--- src/rtl/hdmi_audio_pkg.sv ---
// Shared types and constants for the HDMI 2-channel audio sample packet path.
package hdmi_audio_pkg;

  localparam int CHANNEL_STATUS_LENGTH = 192;
  localparam int SUBPACKETS = 4;

  typedef struct packed {
    logic [23:0] l;
    logic [23:0] r;
  } audio_pair_t;

  typedef enum logic [1:0] {
    IDLE,
    FILL,
    READY
  } sched_state_t;

endpackage

--- src/rtl/audio_sample_packet_scheduler_if.sv ---
// Sample-input handshake, packet-picker handshake and packet-field outputs of the scheduler.
interface audio_sample_packet_scheduler_if;

  // A pair moves when sample_valid & sample_ready are both high on a clk_pixel edge;
  // a packet is taken when packet_grant is high while packet_request is high.
  logic         sample_valid;
  logic         sample_ready;
  logic [23:0]  sample_l;
  logic [23:0]  sample_r;
  logic         packet_request;
  logic         packet_grant;
  logic [7:0]   frame_counter;
  logic [191:0] audio_sample_word;
  logic [3:0]   audio_sample_word_present;
  logic [7:0]   valid_bit;
  logic [7:0]   user_data_bit;
  logic         overflow;

  modport master (
    output sample_valid, sample_l, sample_r, packet_grant,
    input  sample_ready, packet_request, frame_counter, audio_sample_word,
    input  audio_sample_word_present, valid_bit, user_data_bit, overflow
  );

  modport slave (
    input  sample_valid, sample_l, sample_r, packet_grant,
    output sample_ready, packet_request, frame_counter, audio_sample_word,
    output audio_sample_word_present, valid_bit, user_data_bit, overflow
  );

endinterface

--- src/rtl/audio_pair_fifo.sv ---
// Synchronous L/R pair FIFO with a 4-entry parallel peek and a multi-entry pop.
module audio_pair_fifo
  import hdmi_audio_pkg::*;
#(
  parameter int DEPTH = 8
) (
  input  logic                          clk,
  input  logic                          rst,
  input  logic                          push,
  input  audio_pair_t                   push_data,
  input  logic [2:0]                    pop_n,
  output audio_pair_t [SUBPACKETS-1:0]  peek,
  output logic [$clog2(DEPTH):0]        count
);

  localparam int AW = $clog2(DEPTH);

  audio_pair_t   mem_q [DEPTH];
  logic [AW-1:0] wr_ptr_q, wr_ptr_d;
  logic [AW-1:0] rd_ptr_q, rd_ptr_d;
  logic [AW:0]   count_q, count_d;
  logic          push_ok;

  // Pop count is trusted to be <= count; the caller derives it from count.
  always_comb begin
    push_ok  = push && (count_q != (AW+1)'(DEPTH));
    wr_ptr_d = push_ok ? wr_ptr_q + AW'(1) : wr_ptr_q;
    rd_ptr_d = rd_ptr_q + AW'(pop_n);
    count_d  = count_q + (AW+1)'(push_ok) - (AW+1)'(pop_n);
  end

  always_ff @(posedge clk or posedge rst) begin
    if (rst) begin
      wr_ptr_q <= '0;
      rd_ptr_q <= '0;
      count_q  <= '0;
    end else begin
      wr_ptr_q <= wr_ptr_d;
      rd_ptr_q <= rd_ptr_d;
      count_q  <= count_d;
    end
  end

  always_ff @(posedge clk) begin
    if (push_ok) mem_q[wr_ptr_q] <= push_data;
  end

  always_comb begin
    for (int i = 0; i < SUBPACKETS; i++) peek[i] = mem_q[rd_ptr_q + AW'(i)];
  end

  assign count = count_q;

endmodule

--- src/rtl/audio_sample_packet_scheduler.sv ---
// Buffers L/R pairs, requests an audio sample packet when 4 pairs are ready or a partial set
// has waited long enough, and drains up to 4 pairs per grant while tracking the 192-frame block.
module audio_sample_packet_scheduler
  import hdmi_audio_pkg::*;
#(
  parameter int FIFO_DEPTH      = 8,
  parameter int MAX_WAIT_CYCLES = 256,
  parameter int SAMPLE_WIDTH    = 24
) (
  input  logic                            clk_pixel,
  input  logic                            reset,
  audio_sample_packet_scheduler_if.slave  bus,
  output sched_state_t                    state_dbg
);

  localparam int CW = $clog2(FIFO_DEPTH) + 1;
  localparam int TW = $clog2(MAX_WAIT_CYCLES);
  localparam logic [TW-1:0] T_LAST = TW'(MAX_WAIT_CYCLES - 1);
  localparam int SP_W = 2 * SAMPLE_WIDTH;

  sched_state_t                 state_q, state_d;
  logic [TW-1:0]                timer_q, timer_d;
  logic [7:0]                   blk_q, blk_d;
  logic [7:0]                   fc_q, fc_d;
  logic [SUBPACKETS*SP_W-1:0]   word_q, word_d;
  logic [3:0]                   present_q, present_d;
  logic                         ovf_q, ovf_d;

  logic [CW-1:0]                fifo_count, count_nx;
  audio_pair_t [SUBPACKETS-1:0] peek;
  audio_pair_t                  push_pair;
  logic                         push, grant;
  logic [2:0]                   n_avail, pop_n;
  logic [8:0]                   blk_sum;

  assign bus.sample_ready = (fifo_count != CW'(FIFO_DEPTH));
  assign push_pair        = {bus.sample_l, bus.sample_r};
  assign push             = bus.sample_valid && bus.sample_ready;
  assign n_avail          = (fifo_count >= CW'(SUBPACKETS)) ? 3'(SUBPACKETS) : fifo_count[2:0];
  assign grant            = bus.packet_grant && (state_q == READY);
  assign pop_n            = grant ? n_avail : 3'd0;
  assign count_nx         = fifo_count + CW'(push) - CW'(pop_n);

  audio_pair_fifo #(.DEPTH(FIFO_DEPTH)) u_fifo (
    .clk       (clk_pixel),
    .rst       (reset),
    .push      (push),
    .push_data (push_pair),
    .pop_n     (pop_n),
    .peek      (peek),
    .count     (fifo_count)
  );

  // Decisions look at the post-edge count so the request rises on the edge the 4th pair lands.
  always_comb begin
    state_d = state_q;
    timer_d = timer_q;
    case (state_q)
      IDLE: begin
        timer_d = '0;
        if (count_nx != '0) state_d = FILL;
      end
      FILL: begin
        timer_d = (timer_q == T_LAST) ? timer_q : timer_q + TW'(1);
        if (count_nx >= CW'(SUBPACKETS) || timer_q == T_LAST) state_d = READY;
      end
      READY: begin
        if (grant) begin
          timer_d = '0;
          if (count_nx >= CW'(SUBPACKETS)) state_d = READY;
          else if (count_nx != '0)         state_d = FILL;
          else                             state_d = IDLE;
        end else if (timer_q != T_LAST) begin
          timer_d = timer_q + TW'(1);
        end
      end
      default: state_d = IDLE;
    endcase
  end

  always_comb begin
    blk_d     = blk_q;
    fc_d      = fc_q;
    word_d    = word_q;
    present_d = present_q;
    ovf_d     = ovf_q | (bus.sample_valid & ~bus.sample_ready);
    blk_sum   = {1'b0, blk_q} + 9'(pop_n);
    if (grant) begin
      fc_d      = blk_q;
      blk_d     = (blk_sum >= 9'(CHANNEL_STATUS_LENGTH)) ?
                  8'(blk_sum - 9'(CHANNEL_STATUS_LENGTH)) : blk_sum[7:0];
      present_d = ~(4'hF << n_avail);
      word_d    = '0;
      for (int i = 0; i < SUBPACKETS; i++) begin
        if (3'(i) < n_avail) word_d[i*SP_W +: SP_W] = {peek[i].r, peek[i].l};
      end
    end
  end

  always_ff @(posedge clk_pixel or posedge reset) begin
    if (reset) begin
      state_q   <= IDLE;
      timer_q   <= '0;
      blk_q     <= '0;
      fc_q      <= '0;
      word_q    <= '0;
      present_q <= '0;
      ovf_q     <= 1'b0;
    end else begin
      state_q   <= state_d;
      timer_q   <= timer_d;
      blk_q     <= blk_d;
      fc_q      <= fc_d;
      word_q    <= word_d;
      present_q <= present_d;
      ovf_q     <= ovf_d;
    end
  end

  assign bus.packet_request            = (state_q == READY);
  assign bus.frame_counter             = fc_q;
  assign bus.audio_sample_word         = word_q;
  assign bus.audio_sample_word_present = present_q;
  assign bus.valid_bit                 = 8'h00;
  assign bus.user_data_bit             = 8'h00;
  assign bus.overflow                  = ovf_q;
  assign state_dbg                     = state_q;

endmodule

--- src/flat_wrapper.sv ---
// flat-port wrapper written by rule: the top's interface ports become plain ports
module audio_sample_packet_scheduler_flat import hdmi_audio_pkg::*;
#(
  parameter int FIFO_DEPTH      = 8,
  parameter int MAX_WAIT_CYCLES = 256,
  parameter int SAMPLE_WIDTH    = 24
)
  (clk_pixel, reset, state_dbg, bus_sample_valid, bus_sample_l, bus_sample_r, bus_packet_grant, bus_sample_ready, bus_packet_request, bus_frame_counter, bus_audio_sample_word, bus_audio_sample_word_present, bus_valid_bit, bus_user_data_bit, bus_overflow);
  audio_sample_packet_scheduler_if bus_i ();
  input  logic clk_pixel;
  input  logic reset;
  output sched_state_t state_dbg;
  input wire logic [$bits(bus_i.sample_valid)-1:0] bus_sample_valid;
  input wire logic [$bits(bus_i.sample_l)-1:0] bus_sample_l;
  input wire logic [$bits(bus_i.sample_r)-1:0] bus_sample_r;
  input wire logic [$bits(bus_i.packet_grant)-1:0] bus_packet_grant;
  output wire logic [$bits(bus_i.sample_ready)-1:0] bus_sample_ready;
  output wire logic [$bits(bus_i.packet_request)-1:0] bus_packet_request;
  output wire logic [$bits(bus_i.frame_counter)-1:0] bus_frame_counter;
  output wire logic [$bits(bus_i.audio_sample_word)-1:0] bus_audio_sample_word;
  output wire logic [$bits(bus_i.audio_sample_word_present)-1:0] bus_audio_sample_word_present;
  output wire logic [$bits(bus_i.valid_bit)-1:0] bus_valid_bit;
  output wire logic [$bits(bus_i.user_data_bit)-1:0] bus_user_data_bit;
  output wire logic [$bits(bus_i.overflow)-1:0] bus_overflow;
  assign bus_i.sample_valid = bus_sample_valid;
  assign bus_i.sample_l = bus_sample_l;
  assign bus_i.sample_r = bus_sample_r;
  assign bus_i.packet_grant = bus_packet_grant;
  assign bus_sample_ready = bus_i.sample_ready;
  assign bus_packet_request = bus_i.packet_request;
  assign bus_frame_counter = bus_i.frame_counter;
  assign bus_audio_sample_word = bus_i.audio_sample_word;
  assign bus_audio_sample_word_present = bus_i.audio_sample_word_present;
  assign bus_valid_bit = bus_i.valid_bit;
  assign bus_user_data_bit = bus_i.user_data_bit;
  assign bus_overflow = bus_i.overflow;
  audio_sample_packet_scheduler #(.FIFO_DEPTH(FIFO_DEPTH), .MAX_WAIT_CYCLES(MAX_WAIT_CYCLES), .SAMPLE_WIDTH(SAMPLE_WIDTH)) u_core (.clk_pixel(clk_pixel), .reset(reset), .bus(bus_i), .state_dbg(state_dbg));
endmodule
--- config.mk ---
export PLATFORM = sky130hd
export DESIGN_NAME = audio_sample_packet_scheduler_flat
export DESIGN_NICKNAME = d
export VERILOG_FILES = /design/src/rtl/hdmi_audio_pkg.sv /design/src/rtl/audio_sample_packet_scheduler_if.sv /design/src/rtl/audio_pair_fifo.sv /design/src/rtl/audio_sample_packet_scheduler.sv /design/src/flat_wrapper.sv
export SDC_FILE = /design/constraint.sdc
export NUM_CORES = 1
export LEC_CHECK = 0
export ABC_AREA = 1
export CORE_ASPECT_RATIO = 0.5
export CORE_MARGIN = 1.5
export CORE_UTILIZATION = 60
export CTS_BUF_LIST = sky130_fd_sc_hd__clkbuf_4 sky130_fd_sc_hd__clkbuf_8
export DETAILED_ROUTE_END_ITERATION = 8
export GPL_ROUTABILITY_DRIVEN = 1
export PLACE_DENSITY = 0.86
export SLEW_MARGIN = 40
export SYNTH_ARGS = -nofsm -noshare
export SYNTH_HDL_FRONTEND = slang
export SYNTH_SLANG_ARGS = --single-unit
--- constraint.sdc ---
create_clock -name clk_pixel -period 18.9 [get_ports clk_pixel]
set_clock_uncertainty 0.05 [all_clocks]
set_input_delay 3.78 -clock clk_pixel [delete_from_list [all_inputs] [get_ports clk_pixel]]
set_output_delay 3.78 -clock clk_pixel [all_outputs]
set_load 0.01 [all_outputs]
-- Word-level counts from Yosys, hierarchy flattened
Memory sizes are Yosys's and may differ from the RTL's.
Index checks and enable logic that the tools add are counted.
Widths: inputs -> output; s select.
- add/subtract/negate cells: 12
- magnitude comparators: 7
- equal/unequal tests: 10
- shifts and indexed selects: 1
- muxes and demuxes: 19
- bitwise logic cells: 4
- reduce and logical (&&, ||, !) cells: 9
- operator list (kind ; number):
    $mux 48 ; 4
    $mux 8 ; 4
    $pmux 8 s3 ; 1
    $add 8x3->9 ; 1
    $ge 9x8->1 const B ; 1
    $add 4x1->4 ; 2
    $add 8x1->8 const B ; 1
    $eq 8x8->1 const B ; 1
    $ge 4x3->1 const B ; 2
    $mux 2 ; 4
    $ne 8x8->1 const B ; 1
    $sub 4x3->4 ; 2
    $sub 8x8->8 const B ; 1
    $add 3x1->3 const B ; 2
    $add 3x2->3 const B ; 2
    $lt 1x3->1 const A ; 2
    $lt 2x3->1 const A ; 2
    $mux 3 ; 2
    $ne 2x1->1 const B ; 3
    $pmux 2 s3 ; 1
    $reduce_and 3->1 ; 2
    $ne 4x4->1 const B ; 1
    $not 4->4 ; 1
    $reduce_bool 4->1 ; 1
    14 further kinds ; 18
- bits in registers: 233
- RAM bits: 384
- output and inout port bits: 225
- logic and storage cells: 73
- memories: 1
- memories (name ; words ; bits a word ; rd ports ; clocked after memory_dff ; write ports ; RTL line ; source):
    u_core.u_fifo.mem_q ; 8 ; 48 ; 4 ; 0 ; 1 ; audio_pair_fifo.sv:18 ; audio_pair_t mem_q [DEPTH];

-- Logic depth before layout (Yosys ltp)
- depth after elaboration: 9
- mapped depth: 28

-- By module
A second synthesis with hierarchy kept.
- cells, all modules: 4445
- area total of the unflattened synthesis: 33822.4 um2
- by module, submodules not included (module ; instances ; cells each ; area an instance (um2) ; seq. area each (um2)):
    audio_pair_fifo ; 1 ; 3431 ; 24454.7 ; 11781.3
    audio_sample_packet_scheduler ; 1 ; 1014 ; 9367.7 ; 5580.4

-- Worst setup path before layout
Ideal clock, no wire load.
- path type: input port to flip-flop
- start point: input port bus_sample_valid
- end point: memory u_core.u_fifo.mem_q[0][0] in the netlist's numbering, enable pin
- arrival time: 6.500 ns
- data required time: 18.396 ns
- path slack: 11.897 ns
- stages: 5
- cells stage by stage: inv_1 > nor2_1 > inv_1 > or2_2 > nor2_1
- word-level cells in the longest chain between the ends: 4
- RTL lines (element ; RTL line ; source):
    start: declaration ; flat_wrapper.sv:13 ; input wire logic [$bits(bus_i.sample_valid)-1:0] bus_sample_valid;
    $logic_and 1x1->1 ; audio_sample_packet_scheduler.sv:38 ; assign push = bus.sample_valid && bus.sample_ready;
    $logic_and 1x1->1 ; audio_pair_fifo.sv:26 ; push_ok = push && (count_q != (AW+1)'(DEPTH));
    $mux 1 ; audio_pair_fifo.sv:45 ; if (push_ok) mem_q[wr_ptr_q] <= push_data;
    $mux 1 (not written as such) ; audio_pair_fifo.sv:45 ;
    end: declaration ; audio_pair_fifo.sv:18 ;
No other way between the ends.

-- Worst setup path in the final report
- start point: input port bus_packet_grant
- end point: register u_core.blk_q[6]
- word-level cells in the longest chain between the ends: 5
- elaborated cells on any way between the ends: 6
- classes of those cells: add/sub: 2; order compare: 1; mux: 2; reduce/logical: 1
- RTL lines (element ; RTL line ; source):
    start: declaration ; flat_wrapper.sv:16 ; input wire logic [$bits(bus_i.packet_grant)-1:0] bus_packet_grant;
    $logic_and 1x1->1 * ; audio_sample_packet_scheduler.sv:40 ; assign grant = bus.packet_grant && (state_q == READY);
    $mux 3 ; audio_sample_packet_scheduler.sv:41 ; assign pop_n = grant ? n_avail : 3'd0;
    $add 8x3->9 ; audio_sample_packet_scheduler.sv:87 ; blk_sum = {1'b0, blk_q} + 9'(pop_n);
    $sub 8x8->8 or $ge 9x8->1 (tied branches) ; audio_sample_packet_scheduler.sv:91, audio_sample_packet_scheduler.sv:90 ;
    $mux 8 ; audio_sample_packet_scheduler.sv:90 ; blk_d = (blk_sum >= 9'(CHANNEL_STATUS_LENGTH)) ?
    end signal: assignment ; audio_sample_packet_scheduler.sv:112 ; blk_q <= blk_d;
    end: declaration ; audio_sample_packet_scheduler.sv:23 ; logic [7:0] blk_q, blk_d;
Mark *: on every way between the ends. The rest lies on a longest branch, timed or not.
A chain may end at the register's enable or synchronous reset.

==> key figures <==
Worst setup path
  • CP max-delay cell: clkdlybuf4s50_1
  • Crit-path cells: clkdlybuf4s50_1, nand2_8, nor2_4, buf_4, ha_1, inv_1, nor3_1, nand3_1, nand2_2, nand3_1, nand2_2, ha_1, inv_1, nor2_1, nand3_1, nor2_1, nand3_1, nor2_1, nand2_1, nand2_1, nand2_1, nand3_1, nand2_1
  • CP Class: input port to flip-flop
  • Endpoint class of the critical path: flip-flop
  • Startpoint types: input port
  • Worst-path fanout max: 73
  • Reg-to-Reg Start: u_core.state_dbg[0]
  • Worst Reg-to-Reg Cells: 24
  • Most used cell, CP: nand3_1
  • Worst path max stage delay: 0.60 ns
  • Worst endpoint data arrival time: 7.54 ns
  • Setup crit start: bus_packet_grant
  • FF-to-FF End: u_core.blk_q[6]
  • Flop2flop setup slack: 14.59 ns
  • Worst Path Required: 19.39 ns

Global route
  • Pin count of the biggest net entering global routing: 113
  • Initial antenna violation count: 3
  • Global-route wire length before repair: 134 mm
  • Vias in the first global route: 24500
  • Total Routing Usage GR: 33.9%
  • GRT overflow: 0

Synth
  • Sequential element share of the synthesized area: 58.2%
  • Yosys reg bits: 617
  • YS warnings: 0
  • Syn Area/Cell: 9.92 sq um
  • Post-Syn Area: 29800 sq um
  • Post-synthesis cell count: 3007
  • Synth cell types: 44

Routing
  • Routed WL: 87.9 mm
  • DR vias: 25100
  • DRC violations left: 0
  • WL/cell: 22.5 um
  • Drt first pass iters: 8
  • Routed Antenna Nets: 0
  • DRT iter0 DRCs: 3909
  • Detailed-route vias per instance: 6.41

Timing
  • Slew Limit Fails: 0
  • Rel. slew slack: 40.7%
  • Worst Setup Slack, final: 11.85 ns
  • Setup_tns: 0 ns
  • Tcrit/Tclk final: 37.3%
  • Final Hold Fails: 0
  • F_max: 0.142 GHz
  • Worst-Margin Slew: 0.890 ns
  • Hold Worst Slack: 0.417 ns
  • RSZ-0062 raised after global routing: no
  • Final setup viols: 0
  • Min cycle time layout: 7.05 ns

Worst hold path
  • Min-Delay Path Depth: 2
  • Hold WC Path Type: flip-flop to flip-flop
  • HP Start: u_core.bus.frame_counter[0]
  • Hold Path Sink: u_core.bus.frame_counter[0]

Run
  • Max_cap viols: 0

Power and ir drop
  • Switching Share: 44.5%
  • Leakage: 13.6 nW
  • Flop pwr share: 32.0%
  • Sw Pwr: 2.85 mW
  • Final Power: 6.40 mW
  • Max IR drop VDD: 0.000221 V
  • PwrDens: 184 nW/um^2
  • Clock power share: 17.5%
  • Internal: 3.55 mW
  • Comb pwr share: 50.5%

Floorplanning
  • Num rows: 57
  • Die Wd: 318 um
  • Boundary Pins: 277
  • Die area: 51200 sq um
  • Initial Util: 61.2%
  • Die Span Y: 161 um
  • Core area: 48800 sq um

Clock tree
  • Setup Fix Bufs, Post-CTS: 0
  • Root buf cell: clkbuf_8
  • Cts hold-fix bufs: 0
  • # clock sinks: 617
  • Clk slew on worst S/H paths: 0.05 ns
  • CTS tree: yes
  • Max Root-Sink Buffers: 3
  • Post-CTS Resized: 0
  • # H-tree levels: 3
  • Clk_lat worst skew: 0.68 ns
  • CTS Buf Count: 85

Layout
  • Fin area: 34900 sq um
  • Nets: 3260
  • Commonest non-fill, non-tap cells in the layout: nand2_1, o21ai_0, edfxtp_1, nor2_1, clkdlybuf4s50_1
  • Post-layout util: 71.5%
  • Cell Count, Final, Fillers Out: 3913
  • Most common cell after layout, fill and taps aside: nand2_1
  • Area Overhead vs Synth: 16.9%
  • Share of cells above drive strength 1: 7.08%

Placement
  • Placed Cells: 3750
  • Port Buf Inserts: 260
  • Placer Congestion: 0.857
  • Post-DP HPWL: 51.1 mm
  • Post-Place Setup Slack: 11.18 ns
  • Placed cell areas: 33000 sq um

Outcome
  • Outcome: complete, no violations
-- cell families after synthesis --
kind of cell	count (synthesis)	synth area share, %
other cells	1	0.0126
simple gates	968	12.6
flops	617	58.2
compound gates	794	15.1
mux	240	8.05
xor+xnor	10	0.294
fa+ha+maj	20	0.889
buf+inv	357	4.90
-- registers in the layout, indices dropped and copies added (netlist names), 2 cells and up --
name / cells
u_core.blk_q: 8
u_core.bus.audio_sample_word: 192
u_core.bus.audio_sample_word_present: 4
u_core.bus.frame_counter: 8
u_core.state_dbg: 2
u_core.timer_q: 8
u_core.u_fifo.count: 4
u_core.u_fifo.mem_q: 384
u_core.u_fifo.rd_ptr_q: 3
u_core.u_fifo.wr_ptr_q: 3
-- worst max-delay path, delay by kind of cell --
family,cells,cell delay (ns)
buffers and inverters,4,1.25
adders and majority gates,2,0.42
and+or+nand+nor,17,2.05
-- worst max-delay path by stage --
stage | slack (ns) | cells after the start | to
after floorplan | 8.68 | 1 | u_core.blk_q[0]
after global placement | 11.03 | 27 | u_core.blk_q[6]
after detailed placement | 11.18 | 23 | u_core.blk_q[6]
after CTS | 11.87 | 23 | u_core.blk_q[6]
after global routing | 11.44 | 23 | u_core.blk_q[6]
final | 11.85 | 23 | u_core.blk_q[6]
-- synth_stat cells, drive strengths merged --
library cell / instances / share of area (%)
o21ai: 584 / 9.8
nor3: 7 / 0.12
o2111ai: 56 / 1.6
mux2i: 240 / 8.1
ha: 18 / 0.75
a211oi: 1 / 0.025
conb: 1 / 0.013
a31oi: 2 / 0.042
nor2: 327 / 4.2
a22o: 12 / 0.35
dfrtp: 233 / 20
clkbuf: 150 / 1.9
a2bb2oi: 1 / 0.029
a221oi: 10 / 0.29
a2111oi: 2 / 0.059
o22ai: 80 / 1.7
a21oi: 16 / 0.29
fa: 2 / 0.13
nand3: 29 / 0.50
and2: 5 / 0.10
buf: 75 / 1.4
o31ai: 12 / 0.30
a221o: 10 / 0.34
xnor2: 5 / 0.15
nand2: 595 / 7.6
o21bai: 2 / 0.050
xor2: 5 / 0.15
inv: 132 / 1.7
edfxtp: 384 / 39
o221ai: 5 / 0.15
nor4: 1 / 0.021
a21boi: 1 / 0.025
or2: 2 / 0.042
nand4: 2 / 0.042
-- cell type report --
| cell class | instances | area [sq um] |
|---|---|---|
| Clock inverter | 32 | 248 |
| Clock buffer | 128 | 1600 |
| Tap cell | 649 | 812 |
| Inverter | 132 | 515 |
| Antenna cell | 3 | 7.51 |
| Timing Repair Buffer | 304 | 3090 |
| Sequential cell | 617 | 17400 |
| Multi-Input combinational cell | 2048 | 11200 |
| Fill cell | 3181 | 13900 |
-- layer usage --
layer	GRT usage (%)	routed length [um]
met1	43.6	31400
met2	53.9	41000
met3	7.83	11000
met4	18.6	4490
met5	0	0
-- power by group through the flow --
stage | Combinational [mW] | Sequential [mW] | Clock, mW
2_1_floorplan | 1.86 | 2.08 | 0
3_3_place_gp | 2.96 | 2.07 | 0
3_5_place_dp | 3.11 | 2.07 | 0
4_1_cts | 3.14 | 2.04 | 1.12
5_1_grt | 3.46 | 2.07 | 1.17
6_report | 3.23 | 2.05 | 1.12
Note: power is estimated with default switching activity, not from simulation.
